$ cat src/rtl/gray_pkg.sv
// gray_pkg: shared code width and requester ids for the Gray-code arbiter
package gray_pkg;
    localparam int GW = 4;
    localparam logic ID_REQ0 = 1'b0;
    localparam logic ID_REQ1 = 1'b1;
endpackage

$ cat src/rtl/binary_to_gray.sv
// binary_to_gray: combinational 4-bit binary to Gray code converter
module binary_to_gray (
    input  logic [3:0] b,
    output logic [3:0] g
);
    assign g = b ^ (b >> 1);
endmodule

$ cat src/rtl/gray_conv_arbiter.sv
// gray_conv_arbiter: round-robin sharing of one binary_to_gray converter between two requesters
module gray_conv_arbiter
    import gray_pkg::*;
#(
    parameter int CW = 8
) (
    input  logic          clk,
    input  logic          rst,
    input  logic          req0_valid,
    input  logic [GW-1:0] req0_bin,
    output logic          req0_ready,
    input  logic          req1_valid,
    input  logic [GW-1:0] req1_bin,
    output logic          req1_ready,
    output logic          out_valid,
    output logic [GW-1:0] out_gray,
    output logic          out_id,
    input  logic          out_ready,
    output logic [CW-1:0] grant_cnt0,
    output logic [CW-1:0] grant_cnt1
);
    logic          can_load, grant0, grant1, last_grant;
    logic [GW-1:0] sel_bin, sel_gray;

    // Under contention the requester that did not win last time gets the grant
    assign can_load   = ~out_valid | out_ready;
    assign grant0     = req0_valid & (~req1_valid | last_grant == ID_REQ1);
    assign grant1     = req1_valid & (~req0_valid | last_grant == ID_REQ0);
    assign req0_ready = grant0 & can_load;
    assign req1_ready = grant1 & can_load;
    assign sel_bin    = grant1 ? req1_bin : req0_bin;

    binary_to_gray u_b2g (
        .b(sel_bin),
        .g(sel_gray)
    );

    always_ff @(posedge clk) begin
        if (rst) begin
            out_valid  <= 1'b0;
            out_gray   <= '0;
            out_id     <= ID_REQ0;
            last_grant <= ID_REQ1;
            grant_cnt0 <= '0;
            grant_cnt1 <= '0;
        end else begin
            if (req0_ready | req1_ready) begin
                out_valid  <= 1'b1;
                out_gray   <= sel_gray;
                out_id     <= req1_ready ? ID_REQ1 : ID_REQ0;
                last_grant <= req1_ready ? ID_REQ1 : ID_REQ0;
            end else if (out_ready) begin
                out_valid <= 1'b0;
            end
            if (req0_ready) grant_cnt0 <= grant_cnt0 + CW'(1);
            if (req1_ready) grant_cnt1 <= grant_cnt1 + CW'(1);
        end
    end
endmodule

$ cat config.mk
export PLATFORM = sky130hd
export DESIGN_NAME = gray_conv_arbiter
export DESIGN_NICKNAME = d
export VERILOG_FILES = /design/src/rtl/gray_pkg.sv /design/src/rtl/binary_to_gray.sv /design/src/rtl/gray_conv_arbiter.sv
export SDC_FILE = /design/constraint.sdc
export NUM_CORES = 1
export LEC_CHECK = 0
export ABC_AREA = 1
export CELL_PAD_IN_SITES_DETAIL_PLACEMENT = 0
export CELL_PAD_IN_SITES_GLOBAL_PLACEMENT = 1
export CORE_MARGIN = 5
export CORE_UTILIZATION = 32
export CTS_CLUSTER_DIAMETER = 200
export DETAILED_ROUTE_END_ITERATION = 12
export MAX_ROUTING_LAYER = met4
export PLACE_DENSITY_LB_ADDON = 0.3
export SLEW_MARGIN = 20
export SYNTH_ARGS = -nofsm -noshare
export SYNTH_HDL_FRONTEND = slang
export SYNTH_SLANG_ARGS = --single-unit
$ cat constraint.sdc
create_clock -name clk -period 1.5 [get_ports clk]
set_input_delay 0.3 -clock clk [delete_from_list [all_inputs] [get_ports clk]]
set_output_delay 0.3 -clock clk [all_outputs]
set_load 0.05 [all_outputs]
Word level (Yosys, flattened, before mapping) --
Cells that the tools add are included.
Storage, ports and cells: logic and storage cells 26, register bits after elaboration 23, output and inout port bits 24, bits of input ports 13
Operators by class: add/subtract/negate cells 2, bitwise gates (word level) 13, muxes and demuxes 4, reduce and logical (&&, ||, !) cells 1
Operators with widths (count):
- 8-bit by 1-bit adder with 8-bit output, second input constant | 2
- 1-bit bitwise AND | 4
- 4-bit 2-to-1 mux | 1
- 1-bit inverter | 4
- 1-bit OR | 4
- 4-bit by 3-bit bitwise XOR with 4-bit output | 1
- 1-bit 2-to-1 mux | 3
- 2-bit nonzero test | 1

Depth between registers and ports, before layout --
Gate-level depths: netlist (run 1).
word-level depth 6, mapped depth 9, depth with buffers taken out 9

Modules after synthesis --
Synthesis (run 1) repeated with hierarchy kept, for this count alone.
Unflattened totals: cell total of the unflattened synthesis 170, area total of the unflattened synthesis 1213.7 um2
By module, submodules not included:
- gray_conv_arbiter | area each 1157.4 um2, seq. area each 460.4 um2, cells an instance 156, instances 1
- binary_to_gray | area each 56.3 um2, seq. area each 0.0 um2, cells an instance 14, instances 1

Worst setup path before layout (run 1) --
Ideal clock, no wire load.
path kind reg2reg, start register grant_cnt1[1], end register grant_cnt1[4], arrival time 1.369 ns, path buffers 0, setup slack 0.016 ns, cell stages (with the launch flop) 7, clock period less this slack 1.484 ns, data required time 1.385 ns, library setup time 0.115 ns, cell sequence dfxtp_1 -> ha_1 -> inv_1 -> nor3_1 -> nand2_1 -> nand2_1 -> nor2_1
On the way: cells in the longest elaborated chain, start to end 1
Ends and longest elaborated chain:
- from (decl) | line gray_conv_arbiter.sv:20 | output logic [CW-1:0] grant_cnt1
- from (signal assigned) | line gray_conv_arbiter.sv:56 | if (req1_ready) grant_cnt1 <= grant_cnt1 + CW'(1);
- 8-bit by 1-bit adder with 8-bit output | line gray_conv_arbiter.sv:56
Every way passes these cells. A chain may end at the register's enable or synchronous reset.

Worst setup path after layout (run 1) --
start register last_grant, end output req0_ready
On the way: cells in the longest elaborated chain, start to end 3
Ends and longest elaborated chain:
- from (decl) | line gray_conv_arbiter.sv:22 | logic can_load, grant0, grant1, last_grant;
- from (signal assigned) | line gray_conv_arbiter.sv:51 | last_grant <= req1_ready ? ID_REQ1 : ID_REQ0;
- 1-bit OR | line gray_conv_arbiter.sv:27 | assign grant0 = req0_valid & (~req1_valid | last_grant == ID_REQ1);
- 1-bit bitwise AND | line gray_conv_arbiter.sv:27
- 1-bit bitwise AND | line gray_conv_arbiter.sv:29 | assign req0_ready = grant0 & can_load;
- to (decl) | line gray_conv_arbiter.sv:11 | output logic req0_ready,
Every way passes these cells.

==> results of run 1 <==
## how the worst min path moves through the flow
| stage | from | endpoint | cells past startpoint |
|---|---|---|---|
| after detailed placement | out_id | out_id | 2 |
| after CTS | out_id | out_id | 2 |
| after global routing | out_id | out_id | 2 |
| final | out_id | out_id | 2 |
| after floorplan | rst | grant_cnt0[1] | 1 |
| after global placement | out_id | out_id | 2 |
## per-layer routing
layer	GRT usage, %	vias to the layer above
met5	-	-
met1	15.7	555
met4	5.53	0
li1	-	710
met3	1.38	5
met2	20.1	23
## cells by family (layout without fill, tap and decap cells)
group,Yosys count,in the layout,synth area share (%)
and+or+nand+nor,115,115,40.8
buffers and inverters,35,82,11.2
AOI/OAI and AO/OA,23,23,9.39
DFF,23,23,36.0
adders and majority gates,2,2,1.96
xor gates and xnor gates,1,1,0.685
## flip-flops by register name, indices dropped and copies added (netlist names)
register / count
out_gray: 4
last_grant: 1
grant_cnt0: 8
out_id: 1
out_valid: 1
grant_cnt1: 8
## layout by cell type, fill, tap and decap left out, drive strengths merged
cell	instances
nand2	71
buf	35
inv	31
dfxtp	23
nor2	23
nand3	13
a21oi	11
o21ai	10
clkdlybuf4s50	9
nand3b	5
clkbuf	3
dlygate4sd2	3
nor3	2
ha	2
nand4	1
xnor2	1
o211ai	1
o21bai	1
clkinv	1
## power by group
part	internal, W	switching, W
combinational	0.000237	0.000262
clock	0.000186	0.000215
sequential	0.000642	0.0000375
## layout make-up
type	count	area [um^2]
multi-input combinational	141	683
sequential	23	465
clock buffer	3	41.3
clock inverter	1	5.00
inverter	31	116
tap	50	62.6
fill	377	1860
timing repair buffer	47	704
## timing repair
item,4_1_cts,5_1_grt
setup endpoints to repair,2,2
resized for setup,7,2
pin swaps,1,1
## worst reg2reg max path: stages, from the launching register on
cell and delay [ns]:
sky130_fd_sc_hd__dfxtp_1 0.48, sky130_fd_sc_hd__nand2_1 0.09, sky130_fd_sc_hd__nor2_1 0.20, sky130_fd_sc_hd__inv_1 0.06
sky130_fd_sc_hd__nor2_1 0.16, sky130_fd_sc_hd__nand2_1 0.07, sky130_fd_sc_hd__nand2_1 0.06, sky130_fd_sc_hd__inv_1 0.03
sky130_fd_sc_hd__nor2_1 0.06
## metrics by stage
stage | area, um^2 | cells | setup WS [ns] | hold slack [ns] | setup TNS (ns)
floorplan | 1280 | 199 | 0.0159 | 0.369 | 0
global placement | 2020 | 292 | -0.168 | 0.495 | -2.40
detailed placement | 2020 | 292 | -0.181 | 0.493 | -2.79
CTS | 2070 | 296 | 0.00461 | 0.513 | 0
global route | 2080 | 296 | 0.0102 | 0.546 | 0
finish | 2080 | 296 | 0.0681 | 0.509 | 0
==> flow_summary_export.csv, run 1 <==
group,metric,value,unit
synthesis,synthesis.area_per_instance,6.43,um^2
layout,final_net_count,262,
clocking,worst_skew_pair.late_latency,0.27,ns
detailed_routing,detail_route.wirelength.met1,1.40,mm
detailed_routing,postRouteWirelength,3.06,mm
clocking,numCtsBuffers,3,
die,floorplan.rows,23,
power_and_ir_drop,worst_ir_drop_vdd,0.000475,V
clocking,path_clk_slew,0.09,ns
detailed_routing,detailed_route_iter0_violations,44,
power_and_ir_drop,powerDensity,760,mW/mm^2
clocking,cts.sinks,23,
die,die_width,73.2,um
worst_setup_path,cpMaxStageDelayCell,"sky130_fd_sc_hd__dfxtp_4",
worst_setup_path,timing.critical_path.cells,"inv_2, nand2_2, nand2_2, nor2_4, buf_12",
synthesis,netlist_area,0.00128,mm^2
detailed_routing,drt_pre_antenna_iters,4,
worst_setup_path,critical_path.max_fanout,4,
worst_setup_path,timing.critical_path.from_type,"flop",
worst_setup_path,timing.rr.end,"grant_cnt0[5]",
detailed_routing,vias,1293,
global_routing,gr-total-overflow,0,
die,start_util,32.4,%
detailed_routing,wire_per_inst,10.3,um
synthesis,synthFlopType,"sky130_fd_sc_hd__dfxtp_1",
worst_setup_path,reg2reg_from,"grant_cnt0[2]",
layout,final_util,52.7,%
clocking,cts_max_path_buffers,2,
synthesis,synth_most_common_cell,"sky130_fd_sc_hd__nand2_1",
die,core_area,0.00394,mm^2
layout,flow.area_growth_from_synthesis,62.5,%
clocking,tritoncts,"built",
global_routing,grt_antenna_before_repair,0,
worst_setup_path,crit_arrival,1.13,ns
flow_run,cap_viol_max_count,0,
die,area_of_the_die,0.00536,mm^2
sta,setup_viol,0,
worst_setup_path,critical_path_required,1.20,ns
clocking,cts-root-buf,"sky130_fd_sc_hd__clkbuf_8",
clocking,h_tree_lvl_count,1,
place,numPortBuffers,36,
sta,relSlewSlack,81.8,%
sta,finalClockSkew,0.00493,ns
sta,tightest_slew,0.273,ns
power_and_ir_drop,leakage,0.915,nW
die,io-pin-count,37,
detailed_routing,routed-wl-met3,110,um
worst_setup_path,critical_path_cell_count,5,
sta,finalMaxSlewViolations,0,
synthesis,yosys_warnings,0,
synthesis,postSynth.asyncResetShare,0,%
sta,unrepaired_setup_endpoints_after_global_routing,"false",
synthesis,ys_top_cells_by_area,"sky130_fd_sc_hd__dfxtp_1 36%, sky130_fd_sc_hd__nand2_1 20%, sky130_fd_sc_hd__inv_1 8.8%",
worst_setup_path,timing.critical_path.max_delay_family,"flip-flops",
synthesis,yosys-top-cells-count,"67 x sky130_fd_sc_hd__nand2_1, 30 x sky130_fd_sc_hd__inv_1, 23 x sky130_fd_sc_hd__dfxtp_1",
detailed_routing,dr.max_layer_used,"met4",
detailed_routing,remaining_drc_errors,0,
sta,post-route-period-util,95.5,%
layout,insertedDiodeCount,0,
worst_setup_path,crit_path_end_kind,"output port",
detailed_routing,via_per_inst,4.37,
global_routing,grt_overall_usage,12.5,%
die,die_h,73.2,um
worst_setup_path,timing.critical_path.slowest_cell_delay,0.37,ns
power_and_ir_drop,total_power,0.00158,W
detailed_routing,drt.antenna.violating_nets,0,
synthesis,synth_enable_flop_cells,0,
synthesis,synth_largest_type_area_fraction,36.0,%
sta,maxClockFrequency,698,MHz
synthesis,synth.largest_area_cell,"sky130_fd_sc_hd__dfxtp_1",
synthesis,yosysUniqueCellTypes,23,
worst_setup_path,timing.reg2reg.setup_slack,0.23,ns
worst_setup_path,critical_path.endpoint,"req0_ready",
global_routing,grt_first_pass_wirelength,5.18,mm
place,gp_congestion,0.797,
place,detailed_place_hpwl,2.41,mm
layout,drive_above_1_share,22.0,%
sta,period_minus_slack,1.43,ns
status,run_status,"complete, no violations",
global_routing,grt_pass1_vias,1165,
synthesis,syn_inst,199,
worst_setup_path,r2r_cells,8,
hold_path,worst_min_delay_path_class,"flop to flop",
synthesis,synth-seq-area-share,36.0,%
synthesis,yosys_register_bits,23,
worst_setup_path,setup.worst_path.start,"last_grant",
clocking,post_cts_buffers,0,
worst_setup_path,critPathKind,"flop to output port",
detailed_routing,route.met2.wl,1.50,mm
synthesis,synth.net_count,214,
sta,hold_viol,0,
worst_setup_path,cp.buffers_inverters,2,
clocking,ctsHoldBuffers,0,
global_routing,grt_max_degree,18,
worst_setup_path,critical-path-top-cell-by-count,"sky130_fd_sc_hd__nand2_2",
Note: power is estimated with default switching activity, not from simulation.
==> run 2, diff against run 1 <==
- RECOVER_POWER: not set -> 100
==> flow_summary_export.csv, run 2 (synthesized netlist as in run 1, its figures left out) <==
group,metric,value,unit
sta,finalMaxSlewViolations,0,
layout,layout.cells.most_common,"sky130_fd_sc_hd__nand2_1",
die,die_width,73.2,um
die,start_util,32.4,%
clocking,path_clk_slew,0.09,ns
global_routing,grt_antenna_before_repair,0,
hold_path,worst_min_delay_path_class,"flop to flop",
global_routing,gr-total-overflow,0,
clocking,post_cts_buffers,0,
sta,layout_setup_ws,0.0757,ns
layout,flow.area_growth_from_synthesis,38.8,%
global_routing,grt_pass1_vias,1165,
clocking,h_tree_lvl_count,1,
detailed_routing,drt.antenna.violating_nets,0,
sta,maxClockFrequency,702,MHz
clocking,cts_max_path_buffers,2,
place,detailedPlace.worstSlack,-0.181,ns
clocking,cts-root-buf,"sky130_fd_sc_hd__clkbuf_8",
worst_setup_path,critical-path-top-cell-by-count,"sky130_fd_sc_hd__nor2_4",
sta,setup_viol,0,
place,detailed_place_hpwl,2.41,mm
worst_setup_path,critPathKind,"flop to output port",
die,area_of_the_die,0.00536,mm^2
worst_setup_path,timing.critical_path.cells,"inv_1, nor2_4, nor2_4, buf_4",
power_and_ir_drop,powerDensity,840,mW/mm^2
sta,tightest_slew,0.501,ns
place,gp_congestion,0.797,
worst_setup_path,critical_path_required,1.20,ns
layout,layout.cells.most_common_list,"67 x sky130_fd_sc_hd__nand2_1, 29 x sky130_fd_sc_hd__inv_1, 21 x sky130_fd_sc_hd__dfxtp_1",
sta,hold_viol,0,
detailed_routing,wire_per_inst,10.6,um
clocking,cts.sinks,23,
sta,finalClockSkew,0.00398,ns
status,run_status,"complete, no violations",
layout,fillCellCount,416,
worst_setup_path,timing.critical_path.from_type,"flop",
clocking,numCtsBuffers,3,
detailed_routing,remaining_drc_errors,0,
detailed_routing,via_per_inst,4.38,
die,die_h,73.2,um
clocking,tritoncts,"built",
power_and_ir_drop,total_power,0.00149,W
die,floorplan.rows,23,
clocking,ctsHoldBuffers,0,
die,io-pin-count,37,
detailed_routing,vias,1295,
global_routing,grt_overall_usage,12.5,%
layout,final_net_count,262,
worst_setup_path,crit_arrival,1.12,ns
clocking,worst_skew_pair.late_latency,0.27,ns
power_and_ir_drop,leakage,0.903,nW
flow_run,cap_viol_max_count,0,
global_routing,grt_max_degree,18,
sta,whs,0.470,ns
power_and_ir_drop,worst_ir_drop_vdd,0.000425,V
detailed_routing,drt_pre_antenna_iters,4,
sta,relSlewSlack,66.6,%
worst_setup_path,crit_path_end_kind,"output port",
worst_setup_path,cpMaxStageDelayCell,"sky130_fd_sc_hd__dfxtp_2",
worst_setup_path,timing.critical_path.slowest_cell_delay,0.37,ns
sta,post-route-period-util,95.0,%
die,core_area,0.00394,mm^2
place,numPortBuffers,36,
layout,top_flop_regs,"grant_cnt0: 8 flops, grant_cnt1: 8 flops, out_gray: 4 flops",
sta,unrepaired_setup_endpoints_after_global_routing,"false",
detailed_routing,postRouteWirelength,3.13,mm
layout,insertedDiodeCount,0,
worst_setup_path,critical_path.max_fanout,3,
global_routing,grt_first_pass_wirelength,5.18,mm
detailed_routing,detailed_route_iter0_violations,44,
layout,drive_above_1_share,17.5,%
sta,period_minus_slack,1.42,ns
[run 2: final timing paths]
kind,slack [ns],startpoint,cells past startpoint,end
max reg2reg,0.26,last_grant,9,grant_cnt0[5]
min,0.47,out_id,2,out_id
max,0.08,out_valid,4,req1_ready
min reg2reg,0.47,out_id,2,out_id
[run 2: worst max-delay path: cells and delay by family, from the launching register on]
family        cells  cell delay (ns)
buf+inv           2             0.26
simple gates      2             0.23
flops             1             0.37
[run 2: per-stage QoR]
| step | area (um^2) | setup TNS (ns) | util, % | instances |
|---|---|---|---|---|
| after global placement | 2020 | -2.40 | 51.3 | 292 |
| after floorplan | 1280 | 0 | - | 199 |
| after global routing | 1780 | 0 | 45.0 | 296 |
| final | 1780 | 0 | 45.0 | 296 |
| after detailed placement | 2020 | -2.79 | 51.3 | 292 |
| after CTS | 2070 | 0 | 52.6 | 296 |
[run 2: timing repair]
action / 4_1_cts / 5_1_grt
pin swaps: 1 / 1
endpoints found under the setup margin: 2 / 2
gates resized for setup: 7 / 2
[run 2: final cells by class]
class	count	area [um^2]	share of cell area (%)
clock buffers	3	41.3	2.33
clock inverters	1	5.00	0.282
inverters	31	116	6.55
multi-input cells	141	671	37.8
flip-flops and latches	23	465	26.2
well taps	50	62.6	3.52
repair buffers	47	414	23.3
[run 2: layer usage]
layer | wire length [um] | up-vias | GRT usage, % | share of wire (%)
met4 | 53 | 0 | 5.53 | 1.7
met3 | 160 | 5 | 1.38 | 5.1
met1 | 1430 | 555 | 15.7 | 46
li1 | - | 712 | - | -
met2 | 1490 | 23 | 20.1 | 48
met5 | 0 | - | - | 0
[run 2: power breakdown]
| part | leakage [nW] | total [W] | switching (W) | internal, W |
|---|---|---|---|---|
| clock network | 0.0255 | 0.000400 | 0.000214 | 0.000186 |
| logic | 0.689 | 0.000426 | 0.000260 | 0.000166 |
| registers | 0.188 | 0.000665 | 0.0000231 | 0.000642 |
==> run 3, diff against run 2 <==
- ABC_AREA: 1 -> not set
- CORE_UTILIZATION: 32 -> 33
- CTS_CLUSTER_SIZE: not set -> 10
- clock period: 1.5 -> 1.4 ns (I/O delays scaled with it)
==> flow_summary_export.csv, run 3 <==
group,metric,value,unit
synthesis,syn_inst,123,
layout,seq_area,485,um^2
global_routing,grt_pass1_vias,1014,
layout,flow.area_growth_from_synthesis,77.2,%
power_and_ir_drop,switching_share_of_power,32.7,%
synthesis,yosys-top-cells-count,"23 x sky130_fd_sc_hd__dfxtp_1, 17 x sky130_fd_sc_hd__nor2_1, 9 x sky130_fd_sc_hd__a21oi_1, 9 x sky130_fd_sc_hd__xnor2_1, 8 x sky130_fd_sc_hd__nand2_1",
worst_setup_path,critPathKind,"flop to output port",
hold_path,worst_min_delay_path_class,"flop to flop",
global_routing,grt_first_pass_wirelength,4.79,mm
sta,post-route-period-util,106,%
synthesis,postSynth.asyncResetShare,0,%
clocking,cts-root-buf,"sky130_fd_sc_hd__clkbuf_4",
layout,final_net_count,191,
sta,finalClockSkew,0.0125,ns
synthesis,synth.net_count,138,
sta,period_minus_slack,1.49,ns
global_routing,gr-total-overflow,0,
detailed_routing,remaining_drc_errors,0,
sta,unrepaired_setup_endpoints_after_global_routing,"true",
sta,tightest_slew,0.588,ns
layout,insertedDiodeCount,0,
power_and_ir_drop,leakage,0.759,nW
synthesis,ys_top_cells_by_area,"sky130_fd_sc_hd__dfxtp_1 41%, sky130_fd_sc_hd__xnor2_1 7.0%, sky130_fd_sc_hd__nor2_1 5.7%",
sta,layout_setup_ws,-0.0891,ns
die,die_h,68.4,um
synthesis,synth_most_common_cell,"sky130_fd_sc_hd__dfxtp_1",
detailed_routing,postRouteWirelength,2.95,mm
die,die_width,68.4,um
synthesis,synthesis.area_per_instance,9.17,um^2
clocking,cts_max_path_buffers,2,
place,detailed_place_hpwl,2.32,mm
worst_setup_path,timing.critical_path.slowest_cell_delay,0.39,ns
power_and_ir_drop,share_seq_of_total_power,47.1,%
detailed_routing,detailed_route_iter0_violations,53,
detailed_routing,via_per_inst,4.71,
sta,setup_viol,3,
place,numPortBuffers,36,
power_and_ir_drop,powerDensity,777,mW/mm^2
sta,finalMaxSlewViolations,0,
sta,maxClockFrequency,672,MHz
die,start_util,34.1,%
worst_setup_path,critical_path.max_fanout,5,
synthesis,synth.largest_area_cell,"sky130_fd_sc_hd__dfxtp_1",
place,gp_congestion,0.805,
worst_setup_path,cpMaxStageDelayCell,"sky130_fd_sc_hd__dfxtp_4",
layout,drive_above_1_share,44.0,%
detailed_routing,drt.antenna.violating_nets,0,
layout,layout.cells.most_common,"sky130_fd_sc_hd__buf_12",
clocking,ctsHoldBuffers,0,
worst_setup_path,timing.critical_path.max_delay_family,"flip-flops",
clocking,h_tree_lvl_count,1,
die,io-pin-count,37,
global_routing,grt_max_degree,14,
global_routing,grt_overall_usage,14.5,%
synthesis,synth_enable_flop_cells,0,
worst_setup_path,cp.buffers_inverters,1,
flow_run,cap_viol_max_count,0,
power_and_ir_drop,share_clk_of_total_power,21.1,%
status,run_status,"finished with violations",
detailed_routing,drt_pre_antenna_iters,4,
clocking,cts.sinks,23,
worst_setup_path,timing.critical_path.cells,"a21bo_4, nor2_4, buf_12",
clocking,path_clk_slew,0.14,ns
layout,top_flop_regs,"grant_cnt0: 8 flops, grant_cnt1: 8 flops, out_gray: 4 flops",
sta,relSlewSlack,60.5,%
die,core_area,0.00331,mm^2
worst_setup_path,crit_arrival,1.21,ns
place,dp.cells,213,
synthesis,yosysUniqueCellTypes,30,
clocking,worst_skew_pair.late_latency,0.33,ns
global_routing,grt_antenna_before_repair,0,
power_and_ir_drop,p_switching,0.000507,W
synthesis,netlist_area,0.00113,mm^2
worst_setup_path,critical_path_required,1.12,ns
worst_setup_path,timing.critical_path.from_type,"flop",
synthesis,synth-seq-area-share,40.8,%
synthesis,yosys_register_bits,23,
synthesis,yosys_warnings,0,
detailed_routing,vias,1042,
synthesis,synthFlopType,"sky130_fd_sc_hd__dfxtp_1",
status,violations,"setup timing",
detailed_routing,wire_per_inst,13.4,um
sta,hold_viol,0,
layout,multiInputGateArea,692,um^2
worst_setup_path,crit_path_end_kind,"output port",
synthesis,synth_largest_type_area_fraction,40.8,%
power_and_ir_drop,power.share.combinational,31.8,%
power_and_ir_drop,worst_ir_drop_vdd,0.000400,V
sta,whs,0.520,ns
die,area_of_the_die,0.00468,mm^2
die,floorplan.rows,21,
layout,final-instance-count-excl-fill,221,
clocking,numCtsBuffers,3,
power_and_ir_drop,internal_power,0.00104,W
layout,layout.cells.most_common_list,"24 x sky130_fd_sc_hd__buf_12, 17 x sky130_fd_sc_hd__nor2_1, 17 x sky130_fd_sc_hd__buf_4",
layout,fillCellCount,310,
clocking,tritoncts,"built",
[run 3: changes by cell type in the layout (fill, tap and decap cells not counted), moves of 6 or more]
cell,delta
sky130_fd_sc_hd__nand2_1,-60
sky130_fd_sc_hd__inv_1,-28
sky130_fd_sc_hd__buf_12,+20
sky130_fd_sc_hd__clkbuf_2,-15
sky130_fd_sc_hd__dfxtp_1,-12
sky130_fd_sc_hd__buf_4,+10
sky130_fd_sc_hd__dfxtp_2,+10
sky130_fd_sc_hd__nand3_1,-10
sky130_fd_sc_hd__xnor2_1,+8
sky130_fd_sc_hd__xor2_1,+7
sky130_fd_sc_hd__a21oi_1,-6
sky130_fd_sc_hd__dlymetal6s2s_1,-6
sky130_fd_sc_hd__nand4_1,+6
sky130_fd_sc_hd__o21ai_0,-6
[run 3: stage by stage]
step	setup TNS (ns)	util [%]	setup slack, ns	instance area [um^2]	power (W)
6_report	-0.193	60.4	-0.0891	2000	0.00155
5_1_grt	-0.424	60.4	-0.153	2000	0.00163
4_1_cts	-0.211	59.1	-0.119	1960	0.00157
3_5_place_dp	-7.92	56.7	-0.450	1880	0.00121
3_3_place_gp	-7.08	56.7	-0.409	1880	0.00120
2_1_floorplan	-0.114	-	-0.0610	1160	0.000969
[run 3: logic make-up after synthesis]
family,share of synthesized area [%]
multiplexers,3.66
adder cells (fa/ha/maj),2.22
buffers and inverters,3.77
AND/OR/NAND/NOR,25.3
XOR/XNOR,12.4
flip-flops,40.8
AO/OA/AOI/OAI,11.8
[run 3: per-layer routing]
layer / GRT usage (%) / up-vias / routed length [um]
li1: - / 534 / -
met1: 17.0 / 476 / 1320
met2: 23.4 / 25 / 1450
met3: 2.13 / 7 / 99
met4: 8.68 / 0 / 88
met5: - / - / 0
[run 3: path summary, 6_finish.rpt]
check,from,to,slack [ns],cells after the start
hold reg to reg,out_gray[0],out_gray[0],0.52,2
setup / recovery,last_grant,req1_ready,-0.09,3
hold / removal,out_gray[0],out_gray[0],0.52,2
setup reg to reg,last_grant,out_gray[2],-0.02,5
[run 3: tightest hold or removal path, stage by stage, from the launching register on]
cell                      delay [ns]
sky130_fd_sc_hd__dfxtp_1        0.36
sky130_fd_sc_hd__nand2_1        0.08
sky130_fd_sc_hd__a21oi_2        0.05
[run 3: power groups by stage]
stage | Sequential (W) | Clock (W) | Combinational, W
finish | 0.000731 | 0.000327 | 0.000494
global route | 0.000737 | 0.000370 | 0.000520
CTS | 0.000732 | 0.000348 | 0.000489
detailed placement | 0.000743 | 0 | 0.000467
global placement | 0.000741 | 0 | 0.000459
floorplan | 0.000821 | 0 | 0.000148
[run 3: what timing repair did]
action	CTS	global route
setup endpoints to repair	8	11
pin swaps	4	10
buffers inserted	4	0
gates resized for setup	9	10
[run 3: cell type report]
| type | instances | area share, % |
|---|---|---|
| timing repair buffer | 53 | 36.3 |
| multi-input combinational | 93 | 34.6 |
| sequential | 23 | 24.3 |
| tap | 46 | 2.88 |
| clock buffer | 3 | 1.13 |
| inverter | 2 | 0.564 |
| clock inverter | 1 | 0.250 |
